**src/rtl/pmsm_param.sv**
```systemverilog
// Path-metric store for a Viterbi ACS datapath: holds one metric per trellis
// state, normalizes metrics when all of them have grown past a threshold, and
// keeps a registered minimum search over the stored metrics.
// Latency: a write appears on out_pm one cycle after in_valid. min_* settle one
// cycle after that.
// Backpressure: none. Every in_valid is accepted except when frame_start or rst
// is asserted in the same cycle.
//
// Ports:
//   clk, rst        - rising-edge clock, synchronous active-high reset
//   frame_start     - reload seed metrics, clear step count and pending normalization
//   in_valid, in_pm - one ACS step result (state i at bits [i*PM_W +: PM_W])
//   out_pm          - stored metrics, packed like in_pm
//   out_valid       - one-cycle pulse when out_pm was updated by a write
//   min_pm          - smallest stored metric
//   min_state       - lowest state index holding min_pm
//   min_valid       - min_pm/min_state reflect the current out_pm
//   norm_event      - one-cycle pulse when the stored write was normalized
//   step_cnt        - writes stored since frame start (saturating)
module pmsm_param #(
  parameter int NUM_STATES  = 4,
  parameter int PM_W        = 4,
  parameter int NORM_THRESH = 8,
  parameter int INIT_STATE  = 0
) (
  input  logic                           clk,
  input  logic                           rst,
  input  logic                           frame_start,
  input  logic                           in_valid,
  input  logic [NUM_STATES*PM_W-1:0]     in_pm,
  output logic [NUM_STATES*PM_W-1:0]     out_pm,
  output logic                           out_valid,
  output logic [PM_W-1:0]                min_pm,
  output logic [$clog2(NUM_STATES)-1:0]  min_state,
  output logic                           min_valid,
  output logic                           norm_event,
  output logic [15:0]                    step_cnt
);

  localparam int SW = $clog2(NUM_STATES);

  // All-ones marks an unreachable state; it is never normalized.
  localparam logic [PM_W-1:0] INF = '1;
  localparam logic [PM_W-1:0] THR = PM_W'(NORM_THRESH);

  logic [NUM_STATES*PM_W-1:0] seed_pm;
  logic [NUM_STATES*PM_W-1:0] norm_pm;
  logic [NUM_STATES*PM_W-1:0] wr_pm;

  logic [PM_W-1:0] red_pm;
  logic [SW-1:0]   red_state;

  logic norm_pending;
  logic min_valid_q;   // min_valid one cycle ago, for rise detection
  logic min_rise;
  logic norm_set;

  // Per-state seed and normalized value of the incoming metric.
  for (genvar g = 0; g < NUM_STATES; g++) begin : g_state
    logic [PM_W-1:0] elem;

    assign elem = in_pm[g*PM_W +: PM_W];

    assign seed_pm[g*PM_W +: PM_W] = (g == INIT_STATE) ? '0 : INF;

    // Floor at zero instead of wrapping; unreachable states stay unreachable.
    assign norm_pm[g*PM_W +: PM_W] = (elem == INF) ? INF :
                                     (elem >= THR) ? (elem - THR) : '0;
  end

  assign wr_pm = norm_pending ? norm_pm : in_pm;

  // Linear reduction; strict less-than keeps the lowest index on ties, and
  // an all-INF store reports INF at state 0.
  always_comb begin
    red_pm    = out_pm[PM_W-1:0];
    red_state = '0;
    for (int i = 1; i < NUM_STATES; i++) begin
      if (out_pm[i*PM_W +: PM_W] < red_pm) begin
        red_pm    = out_pm[i*PM_W +: PM_W];
        red_state = SW'(i);
      end
    end
  end

  // The minimum is first trusted the cycle after min_valid rises; only then
  // is it compared against the threshold to arm normalization.
  assign min_rise = min_valid & ~min_valid_q;
  assign norm_set = min_rise && (min_pm >= THR);

  always_ff @(posedge clk) begin
    if (rst) begin
      out_pm       <= seed_pm;
      out_valid    <= 1'b0;
      norm_event   <= 1'b0;
      step_cnt     <= '0;
      norm_pending <= 1'b0;
      min_pm       <= '0;
      min_state    <= '0;
      min_valid    <= 1'b0;
      min_valid_q  <= 1'b0;
    end else begin
      out_valid   <= 1'b0;
      norm_event  <= 1'b0;
      min_pm      <= red_pm;
      min_state   <= red_state;
      min_valid_q <= min_valid;

      if (frame_start) begin
        // Frame start wins over a simultaneous write; the write is dropped.
        out_pm       <= seed_pm;
        step_cnt     <= '0;
        norm_pending <= 1'b0;
        min_valid    <= 1'b0;
      end else if (in_valid) begin
        out_pm     <= wr_pm;
        out_valid  <= 1'b1;
        norm_event <= norm_pending;
        min_valid  <= 1'b0;
        if (step_cnt != 16'hFFFF) begin
          step_cnt <= step_cnt + 16'd1;
        end
        // A normalized write consumes the pending flag. A write landing in
        // the same cycle the flag arms is stored raw, and the flag still arms.
        if (norm_pending) begin
          norm_pending <= 1'b0;
        end else if (norm_set) begin
          norm_pending <= 1'b1;
        end
      end else begin
        min_valid <= 1'b1;
        if (norm_set) begin
          norm_pending <= 1'b1;
        end
      end
    end
  end

endmodule

```
**config.mk**
```make
export PLATFORM = sky130hd
export DESIGN_NAME = pmsm_param
export DESIGN_NICKNAME = d
export VERILOG_FILES = /design/src/rtl/pmsm_param.sv
export SDC_FILE = /design/constraint.sdc
export NUM_CORES = 1
export LEC_CHECK = 0
export BUFFER_PORTS_ARGS = -buffer_cell sky130_fd_sc_hd__clkbuf_2
export CORE_MARGIN = 2
export CORE_UTILIZATION = 56
export DETAILED_ROUTE_END_ITERATION = 6
export PLACE_DENSITY_LB_ADDON = 0.25
export SLEW_MARGIN = 20
export SYNTH_ARGS = -nofsm -noshare
export SYNTH_HDL_FRONTEND = slang
export SYNTH_SLANG_ARGS = --single-unit
export TNS_END_PERCENT = 1
```
**constraint.sdc**
```tcl
create_clock -name clk -period 10.8 [get_ports clk]
set_clock_uncertainty 0.15 [all_clocks]
set_input_delay 0.54 -clock clk [delete_from_list [all_inputs] [get_ports clk]]
set_output_delay 0.54 -clock clk [all_outputs]
set_load 0.02 [all_outputs]
```
==> results.toml, run 1 <==
[timing]
finalSetupViolations = 0
slew_headroom_pct = 48.1
maxSlewViolCount = 0
rsz0062_at_grt = "false"
tightestPinTransition_ps = 777
fin_crit_ps = 4140
finalSetupTns_ps = 0
max_freq_mhz = 242
finalCritPeriodShare_pct = 38.3
report.final.hold_viol_count = 0

[clock_network]
path_clk_slew_ps = 80
tritoncts = "yes"
holdBufCountCts = 0
root_buffer = "clkbuf_8"
cts_sinks = 43
ctsResizeCount = 0
cts_buffer_depth = 2
cts_made_buffers = 5
worstSkewPairLatency_ps = 290
cts_setup_buffers = 0
cts_max_level = 2

[critical_path]
ff2ff_setup_slack_ps = 6660
worstSetupStartpointType = "register"
crit_arrival_ps = 4210
crit_fanout = 6
critPathTopFamily = "compound AO/OA/AOI/OAI gates"
critPathMostFrequentCell = "ha_1"
timing.rr.end = "min_state[1]"
crit_buf_inv = 2
reg2regPathDepth = 16
path_cells = "inv_1 -> ha_1 -> o211ai_1 -> o21ai_1 -> mux2i_1 -> ha_1 -> a2111o_1 -> a31o_1 -> and3_1 -> or2_1 -> ha_1 -> nor4_1 -> inv_1 -> a311oi_1 -> nor2_1 -> a31oi_1"
worstPathRequired_ps = 10870
endpoint_kind = "register"
critPathSlowestCell = "a2111o_1"
slowest_delay_ps = 420
path_class = "reg2reg"
worstReg2RegStart = "out_pm[3]"

[place]
post-place-cells = 359
gp_congestion = 0.919
dp_hpwl_um = 3740
io_buffers = 60

[detailed_routing]
route.detailed.drc = 0
vias = 2035
drt_first_pass_iters = 4
ant_nets = 0
drt-total-wl_um = 4890
vias_per_cell = 5.56
drt-initial-drc-count = 102
wl_per_cell_um = 13.4

[floorplan]
fp.coreArea_um2 = 3740
rows = 22
dieWidth_um = 67.2
ioPinCount = 61
initial_core_util_pct = 59.7
fp.dieH_um = 67.2
die_area_um2 = 4510

[synthesis]
synth_top_area_share_pct = 38.5
yosysTopAreaCell = "dfxtp_1"
synthTopCellsByArea = "dfxtp_1, ha_1, a21oi_1"
yosys_most_used_dff = "dfxtp_1"
synth_seq_cells = 43
netlist_area_um2 = 2240
netlist_instances = 261
synth_edf_count = 0
async_flop_share_pct = 0
synth_nets = 293
avgSynthCellArea_um2 = 8.57
ys_warn_count = 0
synth_cell_types = 50
ys_seq_area_share_pct = 38.5

[global_route]
antenna_found_initial = 0
grt_start_max_net_pins = 35
grt_use_met2_pct = 34.7
grt_pass1_vias = 1751
gr-total-overflow = 0
grt_use_met3_pct = 4.83
grt_util_met1_pct = 33.8
grt_usage_pct = 23.2
grt_pass1_wl_um = 7980
busiest_layer = "met2"

[run_status]
outcome = "complete, no violations"

[min_path]
worst_hold_path.endpoint = "out_pm[15]"
hp-start = "in_pm[15]"
hold_path_class = "in2reg"
hold_depth = 3

[cells_and_area]
drive_gt1_share_pct = 24.8
nNetsFinal = 350
stdcell_count = 366
fillCellCount = 328
area_growth_pct = 18.6
antennaDiodeCount = 0
postLayoutCoreUtil_pct = 70.9

[power]
netSwitchingPower_uw = 84.1
p_per_area_nw_per_um2 = 126
switching_share_pct = 25.3
combPwrFrac_pct = 13.5
pwr-share-clk_pct = 36.0
p_seq_share_pct = 50.5
p_int_uw = 249
p_leak_uw = 0.00111
ir_drop_uv = 83.1

[flow_run]
cap_violations = 0
-- final cells by class --
cell class	instances	area, µm²	share of cell area, %
clock buffers	6	72.6	2.74
well taps	48	60.1	2.26
flip-flops and latches	43	861	32.5
multi-input cells	197	1290	48.5
repair buffers	60	300	11.3
clock inverters	1	30.0	1.13
inverters	11	41.3	1.56
-- Yosys cell counts (all sizes together), types with 4 or more instances --
cell type / n
and3: 6
o21a: 4
nor2: 23
nand2: 29
nand3: 18
clkbuf: 8
xnor2: 9
nand2b: 5
o21ai: 16
dfxtp: 43
a21oi: 29
inv: 11
ha: 12
-- how the worst max path moves through the flow --
stage / start / to / slack (ps) / depth (start not counted)
finish: out_pm[3] / min_state[1] / 6660 / 16
global route: out_pm[2] / min_state[1] / 6240 / 16
CTS: out_pm[3] / min_state[1] / 6670 / 16
detailed placement: out_pm[3] / min_state[1] / 6720 / 16
global placement: out_pm[2] / min_state[1] / 6820 / 16
floorplan: out_pm[3] / min_pm[1] / 6870 / 16
-- placed cells by master, fill, tap and decap left out, types with 3 or more instances in the layout --
master / instances
nand2_1: 29
xnor2_1: 9
o21ai_0: 14
nand3_1: 16
inv_1: 11
a21oi_1: 29
xor2_1: 3
clkbuf_8: 5
nand2b_1: 5
o21a_1: 4
mux2i_1: 3
clkbuf_2: 60
ha_1: 12
nor2_1: 23
a2111oi_2: 3
dfxtp_1: 43
and3_1: 5
-- registers in the layout, summed over array words and instances, names as in the netlist --
register,cells
norm_pending,1
step_cnt,16
norm_event,1
min_valid_q,1
min_state,2
min_pm,4
min_valid,1
out_pm,16
out_valid,1
-- worst register-to-register path, stage by stage (launching register included) --
cell      delay [ps]
dfxtp_1          390
inv_1             60
ha_1             310
o211ai_1         110
o21ai_1          270
mux2i_1          260
ha_1             280
a2111o_1         420
a31o_1           250
and3_1           190
or2_1            240
ha_1             210
nor4_1           260
inv_1             90
a311oi_1         270
nor2_1           140
a31oi_1          170
-- through the flow --
step | power (µW) | cell area (µm²) | hold WS, ps | setup WS [ps]
final | 333 | 2650 | 332 | 6660
after global routing | 348 | 2650 | 336 | 6240
after CTS | 334 | 2650 | 329 | 6670
after detailed placement | 216 | 2550 | 321 | 6720
after global placement | 215 | 2550 | 319 | 6820
after floorplan | 201 | 2240 | 365 | 6870
-- cells by family after synthesis --
group	Yosys count	synth area share [%]
AO/OA/AOI/OAI	68	20.0
XOR/XNOR	12	4.70
flip-flops	43	38.5
AND/OR/NAND/NOR	102	24.8
adder cells (fa/ha/maj)	12	6.71
multiplexers	3	1.34
buffers and inverters	21	3.92
-- layer usage --
metal	up-vias	share of wire (%)
li1	1048	-
met5	-	0
met4	0	0.92
met1	926	49
met3	4	6.3
met2	57	44
-- power by group through the flow --
stage	logic [µW]	clock network, µW	registers (µW)
2_1_floorplan	24.3	0	177
3_3_place_gp	44.0	0	171
3_5_place_dp	44.6	0	172
4_1_cts	44.9	121	168
5_1_grt	50.6	129	169
6_report	45.1	120	168
No activity file was read; power rests on OpenSTA's default activity.
==> run 2, diff against run 1 <==
--- a/config.mk
+++ b/config.mk
@@ -7,7 +7,7 @@
 export LEC_CHECK = 0
 export BUFFER_PORTS_ARGS = -buffer_cell sky130_fd_sc_hd__clkbuf_2
 export CORE_MARGIN = 2
-export CORE_UTILIZATION = 56
+export CORE_UTILIZATION = 47
 export DETAILED_ROUTE_END_ITERATION = 6
 export PLACE_DENSITY_LB_ADDON = 0.25
 export SLEW_MARGIN = 20
==> constraint.sdc (replaced) <==
create_clock -name clk -period 3.45 [get_ports clk]
set_clock_uncertainty 0.15 [all_clocks]
set_input_delay 0.1725 -clock clk [delete_from_list [all_inputs] [get_ports clk]]
set_output_delay 0.1725 -clock clk [all_outputs]
set_load 0.02 [all_outputs]
==> run 2 against run 1 <==
The flow now finishes with violations (negative setup slack). Sequential power rose to 3.1 times the previous value. Via count up 9.2%. Wire length up 14%. Die area up 18%. Cell count up 12%. Sequential cell count unchanged. Clock-buffer cell count up 2. Non-clock buffer count up 36.
==> results.toml, run 2 (synthesized netlist as in run 1, its figures left out) <==
[place]
placed_cell_area_um2 = 2740
gp_congestion = 0.890
io_buffers = 60
post-place-cells = 383
dp_hpwl_um = 3900

[floorplan]
fp.dieH_um = 73.0
rows = 25
fp.coreArea_um2 = 4660
dieWidth_um = 73.0
ioPinCount = 61
initial_core_util_pct = 48.0
die_area_um2 = 5320

[timing]
fin_crit_ps = 3830
rsz0062_at_grt = "true"
finalSetupViolations = 6
tightestPinTransition_ps = 795
whs_ps = 19.1
max_freq_mhz = 261
report.final.hold_viol_count = 0
worst_slack_ps = -381
maxSlewViolCount = 0
finalCritPeriodShare_pct = 111
slew_headroom_pct = 46.9

[power]
p_seq_share_pct = 49.4
p_per_area_nw_per_um2 = 348
netSwitchingPower_uw = 275
combPwrFrac_pct = 18.1
switching_share_pct = 26.0
p_int_uw = 783
ir_drop_uv = 205
p_leak_uw = 0.00127
pwr-share-clk_pct = 32.5

[global_route]
gr-total-overflow = 0
grt_usage_pct = 22.1
grt_pass1_wl_um = 9140
grt_pass1_vias = 2042
antenna_found_initial = 0
grt_start_max_net_pins = 35

[detailed_routing]
vias_per_cell = 5.44
vias = 2223
wl_per_cell_um = 13.6
drt-initial-drc-count = 136
drt-total-wl_um = 5560
drt_first_pass_iters = 4
ant_nets = 0
route.detailed.drc = 0

[cells_and_area]
final_common_cell = "clkbuf_2"
area_growth_pct = 36.0
drive_gt1_share_pct = 35.2
reg_top3 = "out_pm (16), step_cnt (16), min_pm (4)"
nNetsFinal = 386
fin_area_um2 = 3040
stdcell_count = 409
antennaDiodeCount = 0
postLayoutCoreUtil_pct = 65.2
final_cell_mix = "clkbuf_2, dfxtp_1, nand2_1"

[clock_network]
cts_sinks = 43
tritoncts = "yes"
cts_buffer_depth = 2
cts_max_level = 2
path_clk_slew_ps = 80
cts_made_buffers = 5
worstSkewPairLatency_ps = 290
root_buffer = "clkbuf_8"

[critical_path]
critPathSlowestCell = "a2111o_1"
crit_fanout = 4
worstPathRequired_ps = 3520
critPathTopFamily = "compound AO/OA/AOI/OAI gates"
path_class = "reg2reg"
slowest_delay_ps = 390
endpoint_kind = "register"
worstReg2RegStart = "out_pm[1]"
reg2regPathDepth = 16
crit_buf_inv = 2
path_cells = "inv_2 -> ha_1 -> o211ai_1 -> o21ai_2 -> mux2i_2 -> ha_1 -> a2111o_1 -> a31o_1 -> and3_4 -> or2_1 -> ha_2 -> nor4_2 -> inv_1 -> a311oi_2 -> nor2_2 -> a21oi_1"
crit_arrival_ps = 3900
critPathMostFrequentCell = "ha_1"
ff2ff_setup_slack_ps = -380
worstSetupStartpointType = "register"
timing.rr.end = "min_state[0]"

[min_path]
hp-start = "in_pm[0]"
worst_hold_path.endpoint = "out_pm[0]"
hold_path_class = "in2reg"
hold_depth = 3

[flow_run]
cap_violations = 0

[run_status]
outcome = "complete, but fails checks"
violations = "negative setup slack"
run 2: changes by cell type in the layout (fill, tap and decap cells not counted), sizes merged:
cell | previous run | this run
buf | 0 | 22
dlygate4sd3 | 0 | 14
clkbuf | 66 | 68
bufinv | 1 | 0
run 2: power by group through the flow:
stage / registers (µW) / logic [µW] / clock network, µW
floorplan: 554 / 79.2 / 0
global placement: 534 / 163 / 0
detailed placement: 535 / 165 / 0
CTS: 523 / 188 / 354
global route: 526 / 213 / 374
finish: 523 / 191 / 344
run 2: final cells by class:
cell class              instances  area, µm²
fillers                       391       1620
inverters                      11       41.3
repair buffers                 96        606
flip-flops and latches         43        876
well taps                      54       67.6
multi-input cells             197       1350
clock buffers                   8        100
run 2: worst max path at each step:
stage | slack, ps | endpoint | start | cells after the start
CTS | -260 | min_pm[1] | out_pm[3] | 16
global placement | -260 | min_pm[2] | out_pm[2] | 16
finish | -380 | min_state[0] | out_pm[1] | 16
global route | -600 | min_pm[2] | out_pm[3] | 16
floorplan | -210 | min_pm[1] | out_pm[3] | 16
detailed placement | -360 | min_pm[1] | out_pm[2] | 16
run 2: metal layers:
metal	global-route usage (%)	share of wire [%]	vias to the layer above
met3	4.97	4.9	15
li1	-	-	1126
met5	0	0	-
met4	10.1	2.6	0
met1	28.8	44	1008
met2	34.7	48	74
run 2: what timing repair did:
action	4_1_cts	5_1_grt
hold buffers	14	0
pin swaps	4	4
gates resized for setup	6	4
buffers inserted	4	0
hold endpoints to repair	14	0
endpoints found under the setup margin	6	6
run 2: worst reg2reg max path: stages (launching register included):
cell      delay, ps
dfxtp_4         350
inv_2            30
ha_1            280
o211ai_1        120
o21ai_2         200
mux2i_2         280
ha_1            280
a2111o_1        390
a31o_1          240
and3_4          160
or2_1           210
ha_2            180
nor4_2          230
inv_1            90
a311oi_2        340
nor2_2          100
a21oi_1         150
run 2: stage by stage:
stage	setup TNS [ps]	worst slack [ps]	power [µW]
after global routing	-3240	-602	1110
after CTS	-1290	-259	1070
after floorplan	-865	-211	633
after global placement	-1250	-264	698
after detailed placement	-1680	-356	700
final	-1950	-381	1060
